File: src/rtl/branch_history_table.sv
// PC-indexed table of 2-bit saturating counters; `BHT_STATS_EN adds saturating branch/miss counters.
// IFPRED is 0-cycle with write-first bypass, IDPRED 1 cycle; WPCIR holds IDPRED and defers the update.
module branch_history_table #(
  parameter int         IDX_W      = 6,
  parameter logic [1:0] INIT_STATE = 2'b01,
  parameter int         CNT_W      = 16
) (
  input  logic             CLK,
  input  logic             RESETN,
  input  logic [31:0]      IFPC,
  output logic             IFPRED,
  input  logic             WPCIR,
  input  logic             FLUSH,
  output logic             IDPRED,
  input  logic             UPD_VALID,
  input  logic [31:0]      UPD_PC,
  input  logic             UPD_TAKEN,
  output logic             MISPRED,
  output logic [CNT_W-1:0] BR_CNT,
  output logic [CNT_W-1:0] MISS_CNT
);
  localparam int ENTRIES = 1 << IDX_W;

  logic [ENTRIES-1:0][1:0] tbl_q;
  logic [IDX_W-1:0]        rd_idx;
  logic [IDX_W-1:0]        wr_idx;
  logic                    upd_en;
  logic [1:0]              cur_cnt;
  logic [1:0]              nxt_cnt;
  logic                    pred;
  logic                    mis_raw;
  logic                    idpred_q;
  logic                    idpred_d;
  logic                    unused_pc;

  assign rd_idx    = IFPC[IDX_W+1:2];
  assign wr_idx    = UPD_PC[IDX_W+1:2];
  assign unused_pc = ^{IFPC[31:IDX_W+2], IFPC[1:0], UPD_PC[31:IDX_W+2], UPD_PC[1:0]};
  assign upd_en    = UPD_VALID & ~WPCIR;
  assign cur_cnt   = tbl_q[wr_idx];

  always_comb begin
    nxt_cnt = cur_cnt;
    if (UPD_TAKEN) begin
      if (cur_cnt != 2'b11) nxt_cnt = cur_cnt + 2'b01;
    end else begin
      if (cur_cnt != 2'b00) nxt_cnt = cur_cnt - 2'b01;
    end
  end

  assign pred    = (upd_en && (rd_idx == wr_idx)) ? nxt_cnt[1] : tbl_q[rd_idx][1];
  assign mis_raw = upd_en & (UPD_TAKEN != idpred_q);

  // Outputs are masked during reset so a live update cannot leak through the bypass.
  assign IFPRED  = pred & RESETN;
  assign MISPRED = mis_raw & RESETN;
  assign IDPRED  = idpred_q;

  always_ff @(posedge CLK or negedge RESETN) begin
    if (!RESETN) begin
      tbl_q <= {ENTRIES{INIT_STATE}};
    end else if (upd_en) begin
      tbl_q[wr_idx] <= nxt_cnt;
    end
  end

  always_comb begin
    idpred_d = idpred_q;
    if (FLUSH) begin
      idpred_d = 1'b0;
    end else if (!WPCIR) begin
      idpred_d = pred;
    end
  end

  always_ff @(posedge CLK or negedge RESETN) begin
    if (!RESETN) begin
      idpred_q <= 1'b0;
    end else begin
      idpred_q <= idpred_d;
    end
  end

`ifdef BHT_STATS_EN
  logic [CNT_W-1:0] br_cnt_q;
  logic [CNT_W-1:0] br_cnt_d;
  logic [CNT_W-1:0] miss_cnt_q;
  logic [CNT_W-1:0] miss_cnt_d;

  always_comb begin
    br_cnt_d   = br_cnt_q;
    miss_cnt_d = miss_cnt_q;
    if (upd_en && (br_cnt_q != {CNT_W{1'b1}})) br_cnt_d = br_cnt_q + CNT_W'(1);
    if (mis_raw && (miss_cnt_q != {CNT_W{1'b1}})) miss_cnt_d = miss_cnt_q + CNT_W'(1);
  end

  always_ff @(posedge CLK or negedge RESETN) begin
    if (!RESETN) begin
      br_cnt_q   <= '0;
      miss_cnt_q <= '0;
    end else begin
      br_cnt_q   <= br_cnt_d;
      miss_cnt_q <= miss_cnt_d;
    end
  end

  assign BR_CNT   = br_cnt_q;
  assign MISS_CNT = miss_cnt_q;
`else
  assign BR_CNT   = '0;
  assign MISS_CNT = '0;
`endif

endmodule

File: config.mk
export PLATFORM = sky130hd
export DESIGN_NAME = branch_history_table
export DESIGN_NICKNAME = d
export VERILOG_FILES = /design/src/rtl/branch_history_table.sv
export SDC_FILE = /design/constraint.sdc
export NUM_CORES = 1
export LEC_CHECK = 0
export CORE_ASPECT_RATIO = 1.25
export CORE_MARGIN = 2
export CORE_UTILIZATION = 60
export CTS_BUF_LIST = sky130_fd_sc_hd__clkbuf_8
export DETAILED_ROUTE_END_ITERATION = 8
export GPL_ROUTABILITY_DRIVEN = 0
export HOLD_SLACK_MARGIN = 0.03
export PLACE_DENSITY_LB_ADDON = 0.3
export SLEW_MARGIN = 20
export SYNTH_ARGS = -nofsm -noshare
export SYNTH_HDL_FRONTEND = slang
export SYNTH_SLANG_ARGS = --single-unit
export TNS_END_PERCENT = 1
File: constraint.sdc
create_clock -name CLK -period 11.5 [get_ports CLK]
set_input_delay 2.875 -clock CLK [delete_from_list [all_inputs] [get_ports CLK]]
set_output_delay 2.875 -clock CLK [all_outputs]
set_load 0.01 [all_outputs]
=== After elaboration in Yosys (flattened, before gate mapping) ===
Cells that the tools add are included.

* Input port bits: 70
* Output and inout bits: 35
* Bits in registers: 129

* $add $sub $neg: 2
* Bitwise logic cells: 5
* Reductions and logical operators: 3
* Multiplexer cells: 13
* Order comparisons: 3
* Eq/ne operators: 4

{| class="wikitable"
|+ Operators by type and width
! operator !! number
|-
| $bwmux W128 || 1
|-
| $bmux W2 S6 || 2
|-
| $lt A6 B7 Y1 const B || 2
|-
| $demux W2 S6 || 1
|-
| $mux W2 || 6
|-
| $eq A6 B6 Y1 || 1
|-
| $ge A6 B1 Y1 const B || 1
|-
| $and A1 B1 Y1 || 4
|-
| $mux W1 || 3
|-
| $add A2 B1 Y2 const B || 1
|-
| $logic_and A1 B1 Y1 || 2
|-
| $ne A2 B1 Y1 const B || 1
|-
| $ne A2 B2 Y1 const B || 1
|-
| $reduce_bool A2 Y1 || 1
|-
| $sub A2 B1 Y2 const B || 1
|-
| $ne A1 B1 Y1 || 1
|-
| $not A1 Y1 || 1
|}

=== Longest topological paths before layout ===
* Depth in word-level cells: 8
* Mapped depth: 13

=== Worst setup path before layout ===
Ideal clock, no wire load.

* Path kind: input -> output
* Start: input IFPC[2]
* End: output IFPRED
* Slack: 3.480 ns
* Stages: 8
* Path buffers: 2
* Arrival: 5.145 ns
* Cells stage by stage: buf_2 > buf_2 > mux4_2 > mux2_2 > mux4_2 > a22oi_1 > nor3b_1 > a31o_2

* Longest elaborated chain between the ends: 4
* Elaborated cells between the ends (all ways): 6
* Classes of those cells: eq/ne (1); mux (3); bitwise (1); reduce/logical (1)

{| class="wikitable"
|+ Ends and longest elaborated chain
! element !! RTL line !! text
|-
| from (decl) || 10 || <nowiki>input logic [31:0] IFPC,</nowiki>
|-
| $bmux W2 S6 or $eq A6 B6 Y1 (tied branches) || 51 || <nowiki>assign pred = (upd_en && (rd_idx == wr_idx)) ? nxt_cnt[1] : tbl_q[rd_idx][1];</nowiki>
|-
| $mux W2 (not written as such) or $logic_and A1 B1 Y1 (tied branches) || 51 ||
|-
| $mux W1 * || 51 ||
|-
| $and A1 B1 Y1 * || 55 || <nowiki>assign IFPRED = pred & RESETN;</nowiki>
|-
| to (decl) || 11 || <nowiki>output logic IFPRED,</nowiki>
|}

Mark *: on every way between the ends. The rest lies on a longest branch, timed or not. The select of a mux whose other input is x is not followed.

=== Final worst setup path ===
* Start: input UPD_PC[2]
* End: output IFPRED

* Longest elaborated chain between the ends: 7
* Elaborated cells between the ends (all ways): 13
* Classes of those cells: add/sub (2); eq/ne (2); mux (6); bitwise (1); reduce/logical (2)

{| class="wikitable"
|+ Ends and longest elaborated chain
! element !! RTL line !! text
|-
| from (decl) || 16 || <nowiki>input logic [31:0] UPD_PC,</nowiki>
|-
| $bmux W2 S6 || 40 || <nowiki>assign cur_cnt = tbl_q[wr_idx];</nowiki>
|-
| $mux W2 (not written as such) || 40 ||
|-
| $sub A2 B1 Y2, or another cell as far along || 47 || <nowiki>if (cur_cnt != 2'b00) nxt_cnt = cur_cnt - 2'b01;</nowiki>
|-
| $mux W2 (on tied branches) || 47, 45 ||
|-
| $mux W2 || 44 || <nowiki>if (UPD_TAKEN) begin</nowiki>
|-
| $mux W1 * || 51 ||
|-
| $and A1 B1 Y1 * || 55 ||
|}

Marked as above.

==> run_results.csv <==
group,metric,value,unit
status,status,"complete, no violations",
cells_and_area,final_util,65.02,%
floorplan,core,12050,um^2
synthesis,synth-main-ff-cell,"dfrtp_1",
floorplan,row_count,45,
worst_setup_path,cp.required,8630,ps
cells_and_area,area_delta_synth_final,6.843,%
cts,cts.sinks,129,
worst_setup_path,cp.arrival,6500,ps
worst_setup_path,critPathMaxFanout,23,
worst_setup_path,cp_slowest_cell,"clkdlybuf4s50_1",
timing,setup_ws,2129,ps
cells_and_area,layout_commonest_cell,"mux2_2",
cells_and_area,final_cells,781,
floorplan,die-area,13130,um^2
synthesis,synth_edf_count,0,
route,routedWlPerCell,22.51,um
worst_setup_path,worst_setup_path_start_kind,"input pin",
grt,grt_overflow,0,
synthesis,syn-instance-count,595,
hold_path,worstHoldPathCells,1,
cts,root_buffer,"clkbuf_8",
grt,antenna_found_initial,0,
floorplan,die_h,127.6,um
synthesis,yosys-top-cells-area,"dfstp_2 (23%), dfrtp_1 (22%), mux2_2 (21%)",
worst_setup_path,critPathMostFrequentCell,"clkdlybuf4s50_1",
timing,finClkSkew,17.58,ps
pwr,powerDensity,129.7,nW/um^2
cells_and_area,multi_input_area,3695,um^2
synthesis,synthSimpleGateAreaFrac,8.891,%
cells_and_area,nets,674,
cts,cts_resized,0,
synthesis,synthesis.area,7332,um^2
timing,period_minus_slack,9371,ps
cells_and_area,num_antenna_cells,0,
cts,ctsHoldBuffers,0,
route,vias_per_cell,6.452,
timing,period_share,81.48,%
pwr,leakagePower,3.362,nW
pwr,irDropWorstVdd,0.00006566,V
timing,tns,0,ps
route,vias,5039,
synthesis,yosys.area.top_type,"dfstp_2",
cts,h-tree-depth,4,
worst_setup_path,critPathKind,"in -> out",
placement,placed_area,7461,um^2
synthesis,ys_seq_elements,129,
synthesis,syn_area_per_cell,12.32,um^2
worst_setup_path,r2r_setup_slack,8600,ps
worst_setup_path,crit_path_end,"IFPRED",
route,drtIter0Drc,432,
cells_and_area,design_area,7834,um^2
synthesis,yosysTopAreaCellShare,22.94,%
timing,rsz0062_at_grt,"false",
floorplan,die_x,102.9,um
worst_setup_path,endpoint_kind,"output pin",
cts,clk_latency,440,ps
worst_setup_path,path_depth,11,
cts,cts_buffer_depth,2,
cts,cts_buffers,17,
floorplan,start_util,60.85,%
synthesis,async_flop_share,100.0,%
pwr,power,1.016,mW
grt,grt_max_degree,79,
cells_and_area,regArea,3308,um^2
worst_setup_path,cp_num_buf_inv,3,
timing,worst_pin_slew,1098,ps
floorplan,io_pins,105,
synthesis,synth_compound_area_share,4.915,%
hold_path,hp-start,"tbl_q[123]$_DFFE_PN0P_",
worst_setup_path,crit_chain,"clkdlybuf4s50_1, buf_4, nor2b_1, a221oi_1, a21oi_1, o21ai_1, nand4_1, a2111o_1, maj3_2, a31o_2, clkdlybuf4s50_1",
timing,finalSetupViolations,0,
cells_and_area,final_layout_size_suffix_gt1_share,45.06,%
placement,dp.cells,749,
timing,hold_ws,531.6,ps
cells_and_area,fillerInstances,894,
placement,io_buffers,20,
synthesis,synthDistinctLibCells,51,
cells_and_area,mostFrequentLayoutCells,"mux2_2 (134), dfrtp_1 (65), dfstp_2 (64)",
worst_setup_path,startpoint,"UPD_PC[2]",
grt,grt_pass1_wl,28300,um
run,maxCapViolations,0,
route,drc,0,
synthesis,yosysSeqAreaShare,45.12,%
cts,cts_tree,"built",
route,drtAntennaViolNets,0,
cts,clkTransAtPathRegs,70,ps
timing,finalMaxSlewViolations,0,
hold_path,worstHoldPathType,"reg -> reg",
timing,relSlewSlack,26.51,%
synthesis,synth_top_family_by_area,"multiplexers",
synthesis,synth_fa_ha_area_share,0.3072,%
worst_setup_path,r2r_start,"tbl_q[99]$_DFFE_PN0P_",
synthesis,synth_mux_area_share,33.57,%
route,wl,17580,um
worst_setup_path,reg2regPathDepth,8,
worst_setup_path,cp_top_family,"buffers and inverters",
grt,first_global_vias,5188,
route,dr.pass1.iters,6,
placement,pre_cts_slack,2119,ps
placement,dp_hpwl,11610,um
worst_setup_path,slowest_delay,850,ps
timing,hold_violations,0,
worst_setup_path,reg2reg_to,"tbl_q[59]$_DFFE_PN0P_",
timing,max_freq,106.7,MHz
synthesis,synth_xor_area_share,0.8362,%
cts,post_cts_buffers,0,
synthesis,ys_warn_count,0,
grt,track_usage,29.02,%
cells by family after synthesis:
kind of cell / count (synthesis)
muxes: 188
and+or+nand+nor: 145
DFF: 129
buffers and inverters: 71
AOI/OAI and AO/OA: 52
xor gates and xnor gates: 7
adders and majority gates: 2
other: 1
final cells by class:
type / instances / share of cell area (%)
clock buffers: 19 / 3.338
multi-input cells: 426 / 47.16
flip-flops and latches: 129 / 42.23
clock inverters: 13 / 1.390
repair buffers: 28 / 3.162
inverters: 2 / 0.09583
well taps: 164 / 2.619
registers in the layout (all words and copies together), names as in the netlist:
signal and cells:
IDPRED 1, tbl_q 128
synth_stat cells (3+ instances only):
library cell,number
o22ai_1,4
clkbuf_1,15
mux2i_1,19
nor4_1,3
nor3b_1,4
and3_1,3
nor2_1,47
nand3_1,6
xor2_1,4
nor3_1,4
mux2_2,134
mux4_2,32
and2_1,6
o21ai_0,6
buf_1,3
nor2b_1,5
a22oi_1,9
buf_2,10
a221oi_1,4
nand2_1,55
a21oi_1,11
buf_6,8
a31oi_1,3
dfrtp_1,65
dfstp_2,64
xnor2_1,3
buf_4,33
layer usage:
metal  wire length [um]  part of all wire, %  vias to the layer above  track usage [%]
met1               6923                   39                     2564            38.61
met3               1393                  7.9                       61            6.619
met5                  0                    0                        -                0
met4                743                  4.2                        0            13.31
met2               8517                   48                      292            45.37
li1                   -                    -                     2122                -
worst min-delay path by stage:
| stage | slack (ps) | endpoint |
|---|---|---|
| 2_1_floorplan | 490 | tbl_q[123]$_DFFE_PN0P_ |
| 3_3_place_gp | 500 | tbl_q[85]$_DFFE_PN0P_ |
| 3_5_place_dp | 510 | tbl_q[123]$_DFFE_PN0P_ |
| 4_1_cts | 530 | tbl_q[123]$_DFFE_PN0P_ |
| 5_1_grt | 560 | tbl_q[47]$_DFFE_PN0P_ |
| 6_report | 530 | tbl_q[123]$_DFFE_PN0P_ |
power breakdown:
group	switching (mW)	internal (mW)	total, mW
registers	0.0175	0.498	0.515
clock network	0.170	0.197	0.368
logic	0.0763	0.0567	0.133
(Power assumes the default switching activity.)
